### config.mk
export PLATFORM = sky130hd
export DESIGN_NAME = input_cmd_arbiter
export DESIGN_NICKNAME = d
export VERILOG_FILES = /design/src/rtl/input_pkg.sv /design/src/rtl/rr_arbiter3.sv /design/src/rtl/input_cmd_arbiter.sv
export SDC_FILE = /design/constraint.sdc
export NUM_CORES = 1
export LEC_CHECK = 0
export BUFFER_PORTS_ARGS = -buffer_cell sky130_fd_sc_hd__clkbuf_2
export CORE_ASPECT_RATIO = 2
export CORE_MARGIN = 5
export CORE_UTILIZATION = 53
export CTS_BUF_LIST = sky130_fd_sc_hd__clkbuf_8
export DETAILED_ROUTE_END_ITERATION = 7
export PLACE_DENSITY = 0.77
export SLEW_MARGIN = 20
export SYNTH_ARGS = -nofsm -noshare
export SYNTH_HDL_FRONTEND = slang
export SYNTH_HIERARCHICAL = 1
export SYNTH_SLANG_ARGS = --single-unit
### constraint.sdc
create_clock -name clk -period 4 [get_ports clk]
set_input_delay 0 -clock clk [delete_from_list [all_inputs] [get_ports clk]]
set_output_delay 0 -clock clk [all_outputs]
set_load 0.05 [all_outputs]
### src/rtl/input_pkg.sv
// Shared constants for the front-end command arbiter: source tags, slot widths
// and the round-robin pointer step.
package input_pkg;

   localparam int NUM_SRC = 3;
   localparam int BTN_W   = 5;
   localparam int SW_W    = 3;
   localparam int CMD_W   = 8;

   localparam logic [1:0] SRC_BTN  = 2'd0;
   localparam logic [1:0] SRC_SW   = 2'd1;
   localparam logic [1:0] SRC_UART = 2'd2;

   // Pointer value that follows a grant to slot idx (idx+1 mod 3).
   function automatic logic [1:0] next_ptr(input logic [1:0] idx);
      return (idx == SRC_UART) ? SRC_BTN : idx + 2'd1;
   endfunction

endpackage

### src/rtl/rr_arbiter3.sv
// Combinational three-way round-robin pick: first pending slot found at ptr,
// ptr+1, ptr+2 (mod 3) wins.
module rr_arbiter3
   import input_pkg::*;
(
   input  logic [NUM_SRC-1:0] pending,
   input  logic [1:0]         ptr,
   output logic [NUM_SRC-1:0] grant,
   output logic [1:0]         idx,
   output logic               any
);

   int k;

   // NOTE: every output gets a default before the search so no path leaves a
   // value unassigned, which would otherwise infer a latch.
   always_comb begin
      grant = '0;
      idx   = SRC_BTN;
      any   = 1'b0;
      k     = 0;
      for (int i = 0; i < NUM_SRC; i++) begin
         k = (int'(ptr) + i) % NUM_SRC;
         if (!any && pending[k]) begin
            any      = 1'b1;
            grant[k] = 1'b1;
            idx      = 2'(k);
         end
      end
   end

endmodule

### src/rtl/input_cmd_arbiter.sv
// Merges button, switch and UART events into one valid/ready command stream
// through one-deep pending slots, a round-robin pick and an output register.
module input_cmd_arbiter
   import input_pkg::*;
#(
   parameter int STALL_CYCLES = 1_000_000
) (
   input  logic             clk,
   input  logic             reset,
   input  logic [BTN_W-1:0] i_btn_pulse,
   input  logic [SW_W-1:0]  i_sw_level,
   input  logic [CMD_W-1:0] i_uart_mode,
   input  logic             i_uart_valid,
   output logic [CMD_W-1:0] o_cmd_data,
   output logic [1:0]       o_cmd_src,
   output logic             o_cmd_valid,
   input  logic             i_cmd_ready,
   output logic [7:0]       o_drop_cnt,
   output logic             o_stall
);

   localparam int               CNT_W     = $clog2(STALL_CYCLES + 1);
   localparam logic [CNT_W-1:0] STALL_MAX = CNT_W'(STALL_CYCLES);

   logic [BTN_W-1:0]   btn_slot;
   logic [SW_W-1:0]    sw_slot;
   logic [SW_W-1:0]    sw_last;
   logic [CMD_W-1:0]   uart_slot;
   logic [NUM_SRC-1:0] pending;
   logic [NUM_SRC-1:0] grant;
   logic [NUM_SRC-1:0] take;
   logic [1:0]         ptr;
   logic [1:0]         win_idx;
   logic               win_any;
   logic [CMD_W-1:0]   win_data;
   logic               sw_armed;
   logic               load;
   logic               handshake;
   logic               btn_event;
   logic               sw_event;
   logic               btn_drop;
   logic               uart_drop;
   logic [8:0]         drop_sum;
   logic [CNT_W-1:0]   stall_cnt;

   rr_arbiter3 u_arb (
      .pending (pending),
      .ptr     (ptr),
      .grant   (grant),
      .idx     (win_idx),
      .any     (win_any)
   );

   assign handshake = o_cmd_valid & i_cmd_ready;
   assign load      = (!o_cmd_valid | i_cmd_ready) & win_any;
   assign take      = load ? grant : '0;
   assign btn_event = |i_btn_pulse;
   assign sw_event  = sw_armed & (i_sw_level != sw_last);

   // A slot that is granted this cycle is being emptied, so new content never
   // counts as an overwrite.
   assign btn_drop  = btn_event & pending[SRC_BTN] & !take[SRC_BTN]
                    & (|(btn_slot & i_btn_pulse));
   assign uart_drop = i_uart_valid & pending[SRC_UART] & !take[SRC_UART];
   assign drop_sum  = {1'b0, o_drop_cnt} + 9'(btn_drop) + 9'(uart_drop);

   always_comb begin
      case (win_idx)
         SRC_SW:   win_data = {{(CMD_W-SW_W){1'b0}}, sw_slot};
         SRC_UART: win_data = uart_slot;
         default:  win_data = {{(CMD_W-BTN_W){1'b0}}, btn_slot};
      endcase
   end

   // NOTE: state registers use non-blocking assignments so every flop samples
   // pre-edge values regardless of statement order.
   always_ff @(posedge clk or negedge reset) begin
      if (!reset) begin
         btn_slot  <= '0;
         sw_slot   <= '0;
         sw_last   <= '0;
         uart_slot <= '0;
         pending   <= '0;
         sw_armed  <= 1'b0;
      end else begin
         if (take[SRC_BTN]) begin
            btn_slot         <= i_btn_pulse;
            pending[SRC_BTN] <= btn_event;
         end else if (btn_event) begin
            btn_slot         <= btn_slot | i_btn_pulse;
            pending[SRC_BTN] <= 1'b1;
         end

         if (!sw_armed) begin
            sw_armed <= 1'b1;
            sw_last  <= i_sw_level;
         end else if (sw_event) begin
            sw_last  <= i_sw_level;
         end
         if (sw_event) begin
            sw_slot         <= i_sw_level;
            pending[SRC_SW] <= 1'b1;
         end else if (take[SRC_SW]) begin
            pending[SRC_SW] <= 1'b0;
         end

         if (i_uart_valid) begin
            uart_slot         <= i_uart_mode;
            pending[SRC_UART] <= 1'b1;
         end else if (take[SRC_UART]) begin
            pending[SRC_UART] <= 1'b0;
         end
      end
   end

   always_ff @(posedge clk or negedge reset) begin
      if (!reset) begin
         o_cmd_data  <= '0;
         o_cmd_src   <= SRC_BTN;
         o_cmd_valid <= 1'b0;
         ptr         <= SRC_UART;
      end else if (load) begin
         o_cmd_data  <= win_data;
         o_cmd_src   <= win_idx;
         o_cmd_valid <= 1'b1;
         ptr         <= next_ptr(win_idx);
      end else if (handshake) begin
         o_cmd_valid <= 1'b0;
      end
   end

   always_ff @(posedge clk or negedge reset) begin
      if (!reset) begin
         o_drop_cnt <= '0;
      end else begin
         o_drop_cnt <= drop_sum[8] ? 8'hFF : drop_sum[7:0];
      end
   end

   // Watchdog: counts stalled cycles; o_stall rises on the edge the count
   // reaches STALL_CYCLES and both clear on the next handshake.
   always_ff @(posedge clk or negedge reset) begin
      if (!reset) begin
         stall_cnt <= '0;
         o_stall   <= 1'b0;
      end else if (handshake) begin
         stall_cnt <= '0;
         o_stall   <= 1'b0;
      end else if (o_cmd_valid) begin
         if (stall_cnt != STALL_MAX) begin
            stall_cnt <= stall_cnt + 1'b1;
         end
         if (stall_cnt >= STALL_MAX - 1'b1) begin
            o_stall <= 1'b1;
         end
      end
   end

endmodule

# Yosys cells after proc, flatten, opt, wreduce, memory -nomap -nowiden
# Index checks and enable logic that the tools add are counted.
dict set report word_totals {
  reg_bits 65
  wordCells 116
}
dict set report op_classes {
  addsub 6
  n_lt_le_gt_ge 7
  n_bitwise 13
  reduce_logical 21
  n_mux 46
  n_div 3
  eq_ne 5
}
# op count
set op_table {}
lappend op_table {{32-bit by 1-bit greater-or-equal comparator with 1-bit output (second input constant)} 3}
lappend op_table {{32-bit by 4-bit < comparator with 1-bit output (second input constant)} 3}
lappend op_table {{32-bit by 3-bit remainder unit with 32-bit output (second input constant)} 2}
lappend op_table {{20-bit two-way mux} 3}
lappend op_table {{3-bit by 3-bit remainder unit with 32-bit output (second input constant)} 1}
lappend op_table {{1-bit two-way mux} 23}
lappend op_table {{20-bit by 1-bit adder with 20-bit output (second input constant)} 1}
lappend op_table {{20-bit greater-or-equal comparator (second input constant)} 1}
lappend op_table {{20-bit inequality test (second input constant)} 1}
lappend op_table {{3-bit two-way mux} 6}
lappend op_table {{8-bit case mux with 2 select lines} 1}
lappend op_table {{2-bit nonzero test} 7}
lappend op_table {{5-bit two-way mux} 2}
lappend op_table {{5-bit OR reduction} 2}
lappend op_table {{8-bit by 1-bit adder with 9-bit output} 1}
lappend op_table {{9-bit by 1-bit adder with 9-bit output} 1}
lappend op_table {{1-bit AND} 8}
lappend op_table {{2-bit two-way mux} 4}
lappend op_table {{8-bit two-way mux} 1}
lappend op_table {{1-bit binary-select mux with 2-bit select} 3}
lappend op_table {{1-bit demux with 2-bit select} 3}
lappend op_table {{3-bit OR} 2}
lappend op_table {{5-bit AND} 1}
lappend op_table {{1-bit logical AND} 5}
lappend op_table {{other kinds (11)} 16}

# Longest topological paths before layout
dict set report logic_depth {
  depth_word 19
  depth_mapped 16
  ltp_nobuf 15
}

# Modules after synthesis
# Netlist, hierarchy kept.
# module seq_area_each_um2 cells_per_inst area_each_um2 n_inst
set by_module_without_submodules {}
lappend by_module_without_submodules {input_cmd_arbiter 1627.8 292 3046.7 1}
lappend by_module_without_submodules {rr_arbiter3 0.0 52 381.6 1}

# Worst setup path before layout
# No wires, ideal clock.
dict set report synth_timing {
  kind {register -> register}
  from {reg ptr[1]}
  to {reg o_drop_cnt[7]}
  stages_incl_launch_ff 15
  t_required_ps 3875
  path_slack_ps 965
  arrival_time_ps 2910
  path_cell_list {dfstp_2 > inv_1 > ha_1 > buf_6 > nand2b_1 > and3_1 > a311oi_1 > o2bb2ai_1 > nand3_1 > nand3_1 > fa_1 > nand3b_1 > nor2_1 > nand3_1 > mux2_2}
}
dict set report synth_between {
  elab_cells_between_ends 51
  classes_between {add/sub: 4; div: 3; order compare: 6; mux: 23; bitwise: 6; reduce/logical: 9}
}
# item line_no
set synth_lines {}
lappend synth_lines {{start: declaration} input_cmd_arbiter.sv:32} ;# logic [1:0] ptr;
lappend synth_lines {{start signal: assignment} input_cmd_arbiter.sv:126} ;# ptr <= next_ptr(win_idx);
lappend synth_lines {{branches (longest 10 deep; another with 32-bit by 3-bit remainder unit with 32-bit output)} --}
lappend synth_lines {{3-bit two-way mux *} rr_arbiter3.sv:24} ;# if (!any && pending[k]) begin
lappend synth_lines {{via grant[0]} input_cmd_arbiter.sv:30} ;# logic [NUM_SRC-1:0] grant;
lappend synth_lines {{3-bit two-way mux *} input_cmd_arbiter.sv:56} ;# assign take = load ? grant : '0;
lappend synth_lines {{1-bit logical NOT *} input_cmd_arbiter.sv:62} ;# assign btn_drop = btn_event & pending[SRC_BTN] & !take[SRC_BTN]
lappend synth_lines {{1-bit AND *} input_cmd_arbiter.sv:62}
lappend synth_lines {{1-bit AND *} input_cmd_arbiter.sv:63} ;# & (|(btn_slot & i_btn_pulse));
lappend synth_lines {{8-bit by 1-bit adder with 9-bit output *} input_cmd_arbiter.sv:65} ;# assign drop_sum = {1'b0, o_drop_cnt} + 9'(btn_drop) + 9'(uart_drop);
lappend synth_lines {{9-bit by 1-bit adder with 9-bit output *} input_cmd_arbiter.sv:65}
lappend synth_lines {{8-bit two-way mux *} input_cmd_arbiter.sv:136} ;# o_drop_cnt <= drop_sum[8] ? 8'hFF : drop_sum[7:0];
lappend synth_lines {{end signal: assignment} input_cmd_arbiter.sv:136}
lappend synth_lines {{end: declaration} input_cmd_arbiter.sv:18} ;# output logic [7:0] o_drop_cnt,
# Mark *: on every way through the listed nets, which the timed path passes. The select of a mux whose other input is x is not followed.
# A chain may end at the register's enable or synchronous reset.

# Final worst setup path
dict set report layout_timing {
  from {reg ptr[1]}
  to {reg o_drop_cnt[5]}
}
# Same word-level chain as after synthesis.

==> flow_summary.ini <==
[sta]
drv_slew = 0
setup_viol = 0
worst_pin_slew_ns = 0.8974
hold_viol_final = 0
layout_setup_ws_ns = 0.5353
min_period_ns = 3.465
finalCritPeriodShare_pct = 86.62
finClkSkew_ns = 0.01057
grt_setup_unrepaired = no
max_slew_margin_pct = 40.17
setup_tns_ns = 0
clock.fmax_mhz = 288.6

[cells_and_area]
num_antenna_cells = 0
nets = 427
area_growth_pct = 18.18
layout-drive-gt1-share_pct = 19.70
final.fill_count = 531

[worst_setup_path]
crit_path_end_kind = register
cp-startpoint = ptr[1]
crit_top_cell = nand3_1
arrival_ns = 3.72
crit_path_max_fanout = 8
regToRegStartpoint = ptr[1]
cp.required_ns = 4.26
cp_cell_sequence = inv_1 > ha_1 > nand2b_1 > and3_1 > a311oi_1 > o2bb2ai_1 > nand3_1 > nand3_1 > fa_1 > inv_1 > ha_1 > nand2_1 > nor2_1 > nand3_1 > o21ai_0
crit_type = register to register
critPathMaxStageDelay_ns = 0.56
cp-start-kind = register
slowest_stage = dfstp_2

[routing]
wl_per_cell_um = 15.82
routed_via_density = 5.786
vias = 2818
drtIter0Drc = 218
drc = 0
finalWirelength_um = 7706
drt_first_pass_iters = 5
drtAntennaViolNets = 0

[cts]
clock_latency_ns = 0.35
cts_buffers = 9
cts_resized = 0
cts_buffer_depth = 2
clkTransAtPathRegs_ns = 0.07
htreeDepth = 3
cts_tree = built
root_buffer = clkbuf_8
cts.sinks = 65

[logic_synthesis]
syn_area_mm2 = 0.003428
syn_avg_cell_area_um2 = 9.966
async_reset_ff_share_pct = 100.0
ys_seq_area_share_pct = 47.48
synth_edf_count = 0
synth_largest_area_cell = dfrtp_1
synth.distinct_cells = 59
synth_area_leaders = dfrtp_1, mux2_2, nand2_1
yosysWarnings = 6
ys_seq_elements = 65
syn_nets = 375
synth_top_flop_cell = dfrtp_1
yosysTopAreaCellShare_pct = 46.72
syn_inst = 344

[global_route]
grt_pass1_vias = 2812
antenna_found_initial = 0
grt.total_usage_pct = 21.16
grt_pass1_wl_um = 13180
overflow = 0
grt_max_degree = 43

[floorplanning]
rows = 41
die_width_um = 66.87
start_util_pct = 54.33
dieArea_mm2 = 0.008274
core_mm2 = 0.006310
die_y_um = 123.7
ios = 40

[worst_hold_path]
hold_class = input pin to register
min_from = i_cmd_ready

[power_and_ir_drop]
ir_drop_uv = 589.7
p_leak_nw = 1.792
p_per_area_mw_per_mm2 = 700.3

[placement]
port_buffers = 39
place_congestion = 0.8143
dp_hpwl_um = 5484
pre_cts_slack_ns = 0.6354

[run]
cap_violations = 0

[run_status]
status = finished clean
[worst max-delay path: cells and delay by family (launching register included)]
family | cells | cell delay (ns)
buf+inv | 2 | 0.13
fa+ha+maj | 3 | 0.92
simple gates | 7 | 1.31
flops | 1 | 0.56
compound gates | 3 | 0.45
[logic make-up (layout without fill, tap and decap cells)]
family | after synthesis | after routing | synth area share, %
AO/OA/AOI/OAI | 89 | 89 | 16.83
buffers and inverters | 31 | 88 | 3.941
flip-flops | 65 | 65 | 47.48
AND/OR/NAND/NOR | 120 | 120 | 18.39
other | 1 | 1 | 0.1094
adder cells (fa/ha/maj) | 11 | 11 | 4.234
multiplexers | 20 | 20 | 7.226
XOR/XNOR | 7 | 7 | 1.788
[layout make-up]
class | instances | area [um^2] | area share (%)
Clock buffer | 10 | 137.6 | 3.397
Clock inverter | 6 | 83.83 | 2.069
Inverter | 15 | 56.30 | 1.390
Multi-Input combinational cell | 248 | 1665 | 41.11
Sequential cell | 65 | 1628 | 40.18
Tap cell | 86 | 107.6 | 2.656
Timing Repair Buffer | 57 | 372.9 | 9.203
[metal layers]
| metal | GRT usage (%) | vias to the layer above | wire, um |
|---|---|---|---|
| met5 | 0 | - | 0 |
| met4 | 10.55 | 0 | 262 |
| met3 | 4.603 | 24 | 292 |
| met2 | 37.81 | 80 | 4270 |
| met1 | 22.91 | 1364 | 2881 |
| li1 | - | 1350 | - |
[what timing repair did]
item / CTS / global route
endpoints found under the setup margin: 0 / 0
hold buffers: 17 / 0
endpoints found under the hold margin: 61 / 0
setup buffers: 0 / 0
[through the flow]
step	area (um^2)	util (%)	total power, mW	hold slack, ns	std cells
finish	4051	64.21	2.837	0.06085	487
global route	4051	64.21	3.016	0.07057	487
CTS	4051	64.21	2.848	0.04149	487
detailed placement	3660	58.00	2.210	0.1502	454
global placement	3660	58.00	2.184	0.1504	454
floorplan	3428	-	1.917	-0.2956	344
[Yosys cell counts, types with 4 or more instances]
cell / instances
a21oi_1: 20
a22oi_1: 4
o31ai_1: 8
nand4_1: 5
mux2_2: 14
or4_1: 5
a31oi_1: 5
ha_1: 10
nor2_1: 17
o21ai_0: 27
or3_1: 6
nand3_1: 17
inv_1: 15
and4_1: 4
clkbuf_1: 11
dfrtp_1: 64
xor2_1: 6
nor2b_1: 4
a21o_1: 5
nand2_1: 37
nand2b_1: 8
[power breakdown]
part	internal [mW]	switching, mW
Combinational	0.433	0.843
Sequential	0.806	0.141
Clock	0.364	0.250
[worst paths after layout]
kind | cells after the start | slack, ns | end
max | 15 | 0.54 | o_drop_cnt[5]
min reg2reg | 2 | 0.48 | o_cmd_data[4]
min | 2 | 0.06 | stall_cnt[2]
max reg2reg | 15 | 0.54 | o_drop_cnt[5]
min in group asynchronous | 2 | 0.33 | stall_cnt[17]
max in group asynchronous | 3 | 2.77 | ptr[1]
[cells in the final DEF (no fill, tap or decap), types with 3 or more instances in the layout]
cell	count
a31oi_1	5
or3_1	6
nand2_1	37
nand3_1	17
and2_1	3
nand4_1	5
clkbuf_2	38
a21o_1	5
or4_1	5
dlygate4sd3_1	17
clkbuf_8	10
nor2b_1	4
nand2b_1	8
nor2_1	17
a22o_1	3
o21ai_0	27
o31ai_1	8
a22oi_1	4
mux2_2	14
and3_1	3
mux2i_1	3
xor2_1	6
a21oi_1	20
and4_1	4
inv_1	17
dfrtp_1	64
ha_1	10
[state kept, by name, summed over array words and instances, names as in the netlist]
register and count:
uart_slot 8, o_cmd_data 8, sw_armed 1, o_cmd_src 2
sw_slot 3, o_cmd_valid 1, btn_slot 5, stall_cnt 20
o_drop_cnt 8, o_stall 1, ptr 2, pending 3
sw_last 3
No activity file was read; power rests on OpenSTA's default activity.
